### src/rtl/dtcm_arbiter_if.sv
// Bus bundle between the CPU port, the DMA/loader port and the single-port DTCM.
// The arbiter takes the slave view; whatever drives requests and returns mem_rdata takes the master view.
interface dtcm_arbiter_if;
    logic        cpu_req;
    logic [3:0]  cpu_wen;
    logic [31:0] cpu_addr;
    logic [31:0] cpu_wdata;
    logic        cpu_gnt;
    logic        cpu_rvalid;
    logic [31:0] cpu_rdata;

    logic        dma_req;
    logic [3:0]  dma_wen;
    logic [31:0] dma_addr;
    logic [31:0] dma_wdata;
    logic        dma_gnt;
    logic        dma_rvalid;
    logic [31:0] dma_rdata;

    logic [31:0] mem_addr;
    logic [3:0]  mem_wen;
    logic [31:0] mem_wdata;
    logic [31:0] mem_rdata;

    modport slave (
        input  cpu_req, cpu_wen, cpu_addr, cpu_wdata,
        input  dma_req, dma_wen, dma_addr, dma_wdata,
        input  mem_rdata,
        output cpu_gnt, cpu_rvalid, cpu_rdata,
        output dma_gnt, dma_rvalid, dma_rdata,
        output mem_addr, mem_wen, mem_wdata
    );

    modport master (
        output cpu_req, cpu_wen, cpu_addr, cpu_wdata,
        output dma_req, dma_wen, dma_addr, dma_wdata,
        output mem_rdata,
        input  cpu_gnt, cpu_rvalid, cpu_rdata,
        input  dma_gnt, dma_rvalid, dma_rdata,
        input  mem_addr, mem_wen, mem_wdata
    );
endinterface

### src/rtl/dtcm_arbiter.sv
// CPU/DMA arbiter for the single-port DTCM: CPU priority with bounded DMA starvation,
// one-cycle read return steered to whichever side owned the read.
module dtcm_arbiter #(
    parameter int unsigned MAX_WAIT  = 4,
    parameter int unsigned DMA_BURST = 2
) (
    input  logic           clk,
    input  logic           reset,
    dtcm_arbiter_if.slave  bus
);

    typedef enum logic [0:0] {
        CPU_PRI = 1'b0,
        DMA_PRI = 1'b1
    } state_e;

    localparam logic [3:0] MAX_WAIT_C  = 4'(MAX_WAIT);
    localparam logic [3:0] DMA_BURST_C = 4'(DMA_BURST);

    state_e      state_q, state_d;
    logic [3:0]  wait_q, wait_d;
    logic [3:0]  burst_q, burst_d;
    logic [1:0]  rd_owner_q, rd_owner_d;
    logic        hold_q, hold_d;

    logic        cpu_gnt_s;
    logic        dma_gnt_s;
    logic        blocked_s;
    logic        cpu_rvalid_s;
    logic        dma_rvalid_s;

    // Arbitration FSM: next state, starvation/burst counters and grants.
    always_comb begin
        state_d   = state_q;
        wait_d    = wait_q;
        burst_d   = burst_q;
        cpu_gnt_s = 1'b0;
        dma_gnt_s = 1'b0;
        // No grants in the reset cycle nor in the cycle right after it.
        blocked_s = reset | hold_q;

        if (blocked_s) begin
            state_d = CPU_PRI;
            wait_d  = 4'd0;
            burst_d = 4'd0;
        end else begin
            case (state_q)
                CPU_PRI: begin
                    if (bus.dma_req && (wait_q == MAX_WAIT_C)) begin
                        dma_gnt_s = 1'b1;
                        burst_d   = 4'd1;
                        // A burst of one is fully spent by this forced grant.
                        state_d   = (DMA_BURST_C > 4'd1) ? DMA_PRI : CPU_PRI;
                    end else if (bus.cpu_req) begin
                        cpu_gnt_s = 1'b1;
                    end else if (bus.dma_req) begin
                        dma_gnt_s = 1'b1;
                    end else begin
                        state_d = CPU_PRI;
                    end
                end
                DMA_PRI: begin
                    if (bus.dma_req) begin
                        dma_gnt_s = 1'b1;
                        if ((burst_q + 4'd1) >= DMA_BURST_C) begin
                            state_d = CPU_PRI;
                            burst_d = 4'd0;
                        end else begin
                            burst_d = burst_q + 4'd1;
                        end
                    end else begin
                        cpu_gnt_s = bus.cpu_req;
                        state_d   = CPU_PRI;
                        burst_d   = 4'd0;
                    end
                end
                default: begin
                    state_d = CPU_PRI;
                    burst_d = 4'd0;
                end
            endcase

            if (bus.dma_req && !dma_gnt_s) begin
                wait_d = (wait_q >= MAX_WAIT_C) ? MAX_WAIT_C : (wait_q + 4'd1);
            end else begin
                wait_d = 4'd0;
            end
        end
    end

    // Memory-side mux and read-ownership capture for the next cycle.
    always_comb begin
        rd_owner_d    = {cpu_gnt_s && (bus.cpu_wen == 4'h0), dma_gnt_s && (bus.dma_wen == 4'h0)};
        hold_d        = reset;
        bus.cpu_gnt   = cpu_gnt_s;
        bus.dma_gnt   = dma_gnt_s;
        if (dma_gnt_s) begin
            bus.mem_addr  = bus.dma_addr;
            bus.mem_wen   = bus.dma_wen;
            bus.mem_wdata = bus.dma_wdata;
        end else if (cpu_gnt_s) begin
            bus.mem_addr  = bus.cpu_addr;
            bus.mem_wen   = bus.cpu_wen;
            bus.mem_wdata = bus.cpu_wdata;
        end else begin
            bus.mem_addr  = bus.cpu_addr;
            bus.mem_wen   = 4'h0;
            bus.mem_wdata = bus.cpu_wdata;
        end
    end

    // Read return: data from the DTCM goes only to the side that owned the read.
    always_comb begin
        cpu_rvalid_s   = rd_owner_q[1] && !reset;
        dma_rvalid_s   = rd_owner_q[0] && !reset;
        bus.cpu_rvalid = cpu_rvalid_s;
        bus.dma_rvalid = dma_rvalid_s;
        bus.cpu_rdata  = cpu_rvalid_s ? bus.mem_rdata : 32'h0000_0000;
        bus.dma_rdata  = dma_rvalid_s ? bus.mem_rdata : 32'h0000_0000;
    end

    // State registers with synchronous reset.
    always_ff @(posedge clk) begin
        if (reset) begin
            state_q    <= CPU_PRI;
            wait_q     <= 4'd0;
            burst_q    <= 4'd0;
            rd_owner_q <= 2'b00;
            hold_q     <= 1'b1;
        end else begin
            state_q    <= state_d;
            wait_q     <= wait_d;
            burst_q    <= burst_d;
            rd_owner_q <= rd_owner_d;
            hold_q     <= hold_d;
        end
    end

endmodule

### src/flat_wrapper.sv
// flat-port wrapper written by rule: the top's interface ports become plain ports
module dtcm_arbiter_flat 
#(
    parameter int unsigned MAX_WAIT  = 4,
    parameter int unsigned DMA_BURST = 2
)
  (clk, reset, bus_cpu_req, bus_cpu_wen, bus_cpu_addr, bus_cpu_wdata, bus_dma_req, bus_dma_wen, bus_dma_addr, bus_dma_wdata, bus_mem_rdata, bus_cpu_gnt, bus_cpu_rvalid, bus_cpu_rdata, bus_dma_gnt, bus_dma_rvalid, bus_dma_rdata, bus_mem_addr, bus_mem_wen, bus_mem_wdata);
  dtcm_arbiter_if bus_i ();
  input  logic clk;
  input  logic reset;
  input wire logic [$bits(bus_i.cpu_req)-1:0] bus_cpu_req;
  input wire logic [$bits(bus_i.cpu_wen)-1:0] bus_cpu_wen;
  input wire logic [$bits(bus_i.cpu_addr)-1:0] bus_cpu_addr;
  input wire logic [$bits(bus_i.cpu_wdata)-1:0] bus_cpu_wdata;
  input wire logic [$bits(bus_i.dma_req)-1:0] bus_dma_req;
  input wire logic [$bits(bus_i.dma_wen)-1:0] bus_dma_wen;
  input wire logic [$bits(bus_i.dma_addr)-1:0] bus_dma_addr;
  input wire logic [$bits(bus_i.dma_wdata)-1:0] bus_dma_wdata;
  input wire logic [$bits(bus_i.mem_rdata)-1:0] bus_mem_rdata;
  output wire logic [$bits(bus_i.cpu_gnt)-1:0] bus_cpu_gnt;
  output wire logic [$bits(bus_i.cpu_rvalid)-1:0] bus_cpu_rvalid;
  output wire logic [$bits(bus_i.cpu_rdata)-1:0] bus_cpu_rdata;
  output wire logic [$bits(bus_i.dma_gnt)-1:0] bus_dma_gnt;
  output wire logic [$bits(bus_i.dma_rvalid)-1:0] bus_dma_rvalid;
  output wire logic [$bits(bus_i.dma_rdata)-1:0] bus_dma_rdata;
  output wire logic [$bits(bus_i.mem_addr)-1:0] bus_mem_addr;
  output wire logic [$bits(bus_i.mem_wen)-1:0] bus_mem_wen;
  output wire logic [$bits(bus_i.mem_wdata)-1:0] bus_mem_wdata;
  assign bus_i.cpu_req = bus_cpu_req;
  assign bus_i.cpu_wen = bus_cpu_wen;
  assign bus_i.cpu_addr = bus_cpu_addr;
  assign bus_i.cpu_wdata = bus_cpu_wdata;
  assign bus_i.dma_req = bus_dma_req;
  assign bus_i.dma_wen = bus_dma_wen;
  assign bus_i.dma_addr = bus_dma_addr;
  assign bus_i.dma_wdata = bus_dma_wdata;
  assign bus_i.mem_rdata = bus_mem_rdata;
  assign bus_cpu_gnt = bus_i.cpu_gnt;
  assign bus_cpu_rvalid = bus_i.cpu_rvalid;
  assign bus_cpu_rdata = bus_i.cpu_rdata;
  assign bus_dma_gnt = bus_i.dma_gnt;
  assign bus_dma_rvalid = bus_i.dma_rvalid;
  assign bus_dma_rdata = bus_i.dma_rdata;
  assign bus_mem_addr = bus_i.mem_addr;
  assign bus_mem_wen = bus_i.mem_wen;
  assign bus_mem_wdata = bus_i.mem_wdata;
  dtcm_arbiter #(.MAX_WAIT(MAX_WAIT), .DMA_BURST(DMA_BURST)) u_core (.clk(clk), .reset(reset), .bus(bus_i));
endmodule
### config.mk
export PLATFORM = sky130hd
export DESIGN_NAME = dtcm_arbiter_flat
export DESIGN_NICKNAME = d
export VERILOG_FILES = /design/src/rtl/dtcm_arbiter_if.sv /design/src/rtl/dtcm_arbiter.sv /design/src/flat_wrapper.sv
export SDC_FILE = /design/constraint.sdc
export NUM_CORES = 1
export LEC_CHECK = 0
export ABC_AREA = 1
export ABC_CLOCK_PERIOD_IN_PS = 3700
export CORE_AREA = 2 2 118 120
export DETAILED_ROUTE_END_ITERATION = 8
export DIE_AREA = 0 0 120 122
export HOLD_SLACK_MARGIN = 0.02
export PLACE_DENSITY = 0.55
export REMOVE_ABC_BUFFERS = 1
export SLEW_MARGIN = 30
export SYNTH_ARGS = -nofsm -noshare
export SYNTH_HDL_FRONTEND = slang
export SYNTH_SLANG_ARGS = --single-unit
### constraint.sdc
create_clock -name clk -period 3.7 [get_ports clk]
set_input_delay 0.925 -clock clk [delete_from_list [all_inputs] [get_ports clk]]
set_output_delay 0.925 -clock clk [all_outputs]
set_load 0.01 [all_outputs]
-- After elaboration in Yosys (flattened, before gate mapping)
Cells that the tools add are included.
- eq/ne operators: 2
- reductions and logical operators: 13
- muxes and demuxes: 27
- add/sub/neg operators: 2
- order comparisons: 2
- bitwise logic cells: 3
- operators by type and width (kind ; count):
    $mux W32 ; 4
    $mux W4 ; 5
    $mux W1 ; 13
    $add A4 B1 Y4 const B ; 2
    $logic_not A4 Y1 ; 2
    $pmux W4 S2 ; 1
    $logic_and A1 B1 Y1 ; 6
    $pmux W1 S2 ; 3
    $eq A4 B3 Y1 const B ; 1
    $ge A4 B2 Y1 const B ; 1
    $ge A4 B3 Y1 const B ; 1
    $reduce_or A4 Y1 ; 1
    $mux W3 ; 1
    $reduce_or A3 Y1 ; 1
    $logic_not A1 Y1 ; 2
    $ne A2 B1 Y1 const B ; 1
    $not A1 Y1 ; 2
    $reduce_or A2 Y1 ; 1
    $or A1 B1 Y1 ; 1
- output and inout port bits: 136
- register bits: 12
- input bits: 172
- word-level logic and storage cells: 55

-- Logic depth before layout (Yosys ltp)
Gate-level depths: netlist of run 1.
- word-level depth: 9
- mapped depth: 10
- gate-level depth less buffers: 9

-- Worst setup path before layout of run 1
No wires, ideal clock.
- path type: input-to-output
- from: input port reset
- to: output port bus_mem_addr[13]
- path buffers: 2
- stages: 9
- path slack: 0.972 ns
- arrival time: 1.803 ns
- path through: inv_1 -> nand2_1 -> inv_1 -> nand3_2 -> inv_2 -> buf_4 -> buf_4 -> nand2_1 -> nand2_1
- cells in the longest elaborated chain, start to end: 3
- RTL lines (element ; line ; text):
    start: declaration ; flat_wrapper.sv:10 ; input logic reset;
    $or A1 B1 Y1 ; dtcm_arbiter.sv:40 ; blocked_s = reset | hold_q;
    $mux W1 ; dtcm_arbiter.sv:42 ; if (blocked_s) begin
    $mux W32 ; dtcm_arbiter.sv:97 ; if (dma_gnt_s) begin
    end: declaration ; flat_wrapper.sv:26 ; output wire logic [$bits(bus_i.mem_addr)-1:0] bus_mem_addr;
No other way between the ends.

-- Worst setup path in the final report of run 1
- from: input port bus_cpu_req
- to: output port bus_mem_addr[8]
- cells in the longest elaborated chain, start to end: 6
- RTL lines (element ; line ; text):
    start: declaration ; flat_wrapper.sv:11 ; input wire logic [$bits(bus_i.cpu_req)-1:0] bus_cpu_req;
    $mux W1 ; dtcm_arbiter.sv:54 ; end else if (bus.cpu_req) begin
    $mux W1 ; dtcm_arbiter.sv:49 ; if (bus.dma_req && (wait_q == MAX_WAIT_C)) begin
    $pmux W1 S2 ; dtcm_arbiter.sv:47 ; case (state_q)
    $mux W1 (2 in series) ; dtcm_arbiter.sv:42 ;
    $mux W32 ; dtcm_arbiter.sv:97 ;
No other way between the ends. The select of a mux whose other input is x is not followed.

==> metrics, run 1 <==
top post-synthesis cells by count=213 x nand2_1, 71 x nor2_1, 51 x inv_1; R2R Path Start=u_core.wait_q[0]; Hold-fix buffers, CTS=0; number of buffers created by CTS=3; Worst Hold Depth=1; IO buf count=between 300 and 400; Max FO, Critical Path=14; ANT nets after route=0; worst-case clock buffer depth=2; H-tree Lvls=1; R2R setup slack=2.22 ns; Yosys top cell by area=nand2_1; Largest stage delay, worst path=between 0.5 and 0.6 ns; Via density=3.87; highest metal used=met4; share of cells above drive strength 1=~4.8%; unrepaired setup endpoints after global routing=no; cell chain of the critical path=clkdlybuf4s50_1 -> a21boi_2 -> nand2_2 -> nand3_4 -> buf_12 -> nand2_2 -> nand2_1 -> clkdlybuf4s50_1; DR DRC count=0; asr flop ratio synth=0%; number of global-route vias before repair=3220; r2r endpoint=u_core.rd_owner_q[0]; crit path kind=in -> out; Final Total Pwr=around 0.75 mW; routed wl met2=a little over 6000 um; fill cell count=1435; Wirelength per Cell=around 13 um; Hold Crit Endpoint=u_core.wait_q[0]; routed via count=~3.4k; synth warn=0; fin crit period=~3.6 ns; Max Fclk=280 MHz; Fin. Hold Viols=0; drt total wl=roughly 12000 um; final worst path period share=between 90% and 100%; initial antenna violation count=0; all-layer global routing usage=a little over an eighth; Synth cell types=19; Hold WS=0.441 ns; Avg Synthesized Cell Area=around 4.5 um^2; RePlAce Congestion=about 0.75; Initial Util=13.1%; worst clock skew=roughly 0.0019 ns; Req. time, crit path=around 2.8 ns; critical path startpoint category=input pin; Final Util=between 30 and 40%; die area=about 15000 um^2; met3 routed WL=~1200 um; final layout net count=about 900; Max VDD drop=between 0.0002 and 0.00025 V; M1 WL=around 4100 um; Synth top area share=between 40% and 50%; P_leak=2.77 nW; Clk pin slew, worst setup/hold paths=approximately 0.040 ns; EDFF count, synth=0; Clock Root Buffer=clkbuf_16; main area contributors after synthesis=nand2_1 45%, nor2_1 15%, dfxtp_1 14%; min-delay src=u_core.wait_q[0]; global-route wire length before repair=around 16000 um; chip width=120 um; largest net degree at the start of global routing=35; pwr/cell area=~140 nW/um^2; CP Capture Type=primary output; status=complete, no violations; antenna cell count=0; flops & latches, synth=12; Die Height=roughly 120 um; Worst Reg-to-Reg Cells=8; Clock Latency Late Sink=0.24 ns; DR iter-0 viols=76; clk sinks=12; Slowest-stage cell, CP=clkdlybuf4s50_1; 1st-pass router iterations=4; count leader, synth=nand2_1; Max Slew Vio Count=0; Synth Flop Type=dfxtp_1; HP Class=reg -> reg; critical path's top delay family=buffers and inverters; crit path DAT=roughly 2.7 ns; final setup vio count=0; synthesized area=~1800 um^2; Buffers & Inverters on Critical Path=3; # rows=between 40 and 50; Syn Inst Count=a little under 400; MaxCap Viol Count=0; I/O pin total=308; CTS tree=yes; hpwl dp=between 9000 and 10000 um; Layout area overhead=204%; sequential element share of the synthesized area=between 10% and 20%; core area=13500 um^2; global route overflow=0
## registers in the layout, summed over array words and instances, names as in the netlist
| register | cells |
|---|---|
| u_core.burst_q | 4 |
| u_core.state_q | 1 |
| u_core.wait_q | 4 |
| u_core.hold_q | 1 |
| u_core.rd_owner_q | 2 |
## worst max-delay path by stage
stage / from / end / slack (ns) / cells after the start
final: bus_cpu_req / bus_mem_addr[8] / 0.13 / 8
after global routing: reset / bus_mem_addr[8] / 0.006 / 10
after CTS: bus_dma_req / bus_mem_addr[8] / -0.13 / 8
after detailed placement: bus_dma_req / bus_mem_addr[8] / -0.16 / 8
after global placement: bus_dma_req / bus_mem_addr[8] / -0.16 / 8
after floorplan: reset / bus_mem_addr[0] / -0.24 / 7
## layout make-up
| cell class | count | area (um^2) | share of cell area [%] |
|---|---|---|---|
| Clock buffer | 4 | 88.8 | 1.65 |
| Inverter | 52 | 203 | 3.76 |
| Multi-Input combinational cell | 309 | 1250 | 23.3 |
| Sequential cell | 12 | 240 | 4.46 |
| Tap cell | 180 | 225 | 4.18 |
| Timing Repair Buffer | 330 | 3370 | 62.6 |
## report_power, final
part | leakage, nW | switching (mW) | total (mW) | internal [mW]
Clock | 0.0442 | 0.0546 | 0.218 | 0.163
Sequential | 0.0975 | 0.000963 | 0.132 | 0.131
Combinational | 2.63 | 0.141 | 0.395 | 0.254
Total | 2.77 | 0.196 | 0.745 | 0.549
## what timing repair did
action / 4_1_cts / 5_1_grt
gates resized for setup: 61 / 25
hold endpoints to repair: 0 / 0
pin swaps: 2 / 2
cloned: 1 / 3
buffers inserted: 2 / 4
endpoints found under the setup margin: 68 / 35
## through the flow
stage / TNS, ns / area, um^2 / setup WS [ns] / instances
after global routing: 0 / 5390 / 0.00575 / 887
after floorplan: -15.42 / 1670 / -0.237 / 373
after CTS: -0.981 / 5220 / -0.132 / 880
final: 0 / 5390 / 0.129 / 887
after global placement: -4.00 / 5110 / -0.165 / 873
after detailed placement: -5.69 / 5110 / -0.159 / 873
## layout by cell type, fill, tap and decap left out
cell type,Yosys,final
nand2_2,0,2
clkbuf_8,0,1
nor2_1,71,71
clkbuf_16,0,6
ha_1,4,4
inv_2,1,1
clkdlybuf4s50_1,0,239
buf_16,0,1
nand3_1,4,4
buf_8,0,1
dlymetal6s2s_1,0,17
dlygate4sd2_1,0,51
buf_12,0,5
inv_1,51,50
dfxtp_1,12,12
inv_8,0,1
nor3_1,5,5
buf_6,0,2
nor4_1,1,1
and2_1,1,1
a21boi_2,0,1
nand4_1,2,2
o21ai_0,4,4
conb_1,1,1
nand3_4,0,1
nand2_1,213,211
nor2_4,0,1
buf_4,5,11
## per-layer routing
| metal | up-vias | global-route usage (%) |
|---|---|---|
| met5 | - | 0 |
| met4 | 0 | 1.76 |
| met2 | 192 | 27.5 |
| li1 | 1758 | - |
| met3 | 6 | 4.31 |
| met1 | 1474 | 13.7 |
## cells by family after synthesis
group	share of synthesized area, %
AND/OR/NAND/NOR	65.1
buffers and inverters	16.7
flip-flops	13.6
AO/OA/AOI/OAI	1.56
adder cells (fa/ha/maj)	2.83
other	0.212
No activity file was read; power rests on OpenSTA's default activity.
==> run 2, diff against run 1 <==
--- a/config.mk
+++ b/config.mk
@@ -6,7 +6,6 @@
 export NUM_CORES = 1
 export LEC_CHECK = 0
 export ABC_AREA = 1
-export ABC_CLOCK_PERIOD_IN_PS = 3700
 export CORE_AREA = 2 2 118 120
 export DETAILED_ROUTE_END_ITERATION = 8
 export DIE_AREA = 0 0 120 122
==> results of run 2 <==
The final DEF is identical to that of run 1; final timing and power are the same.
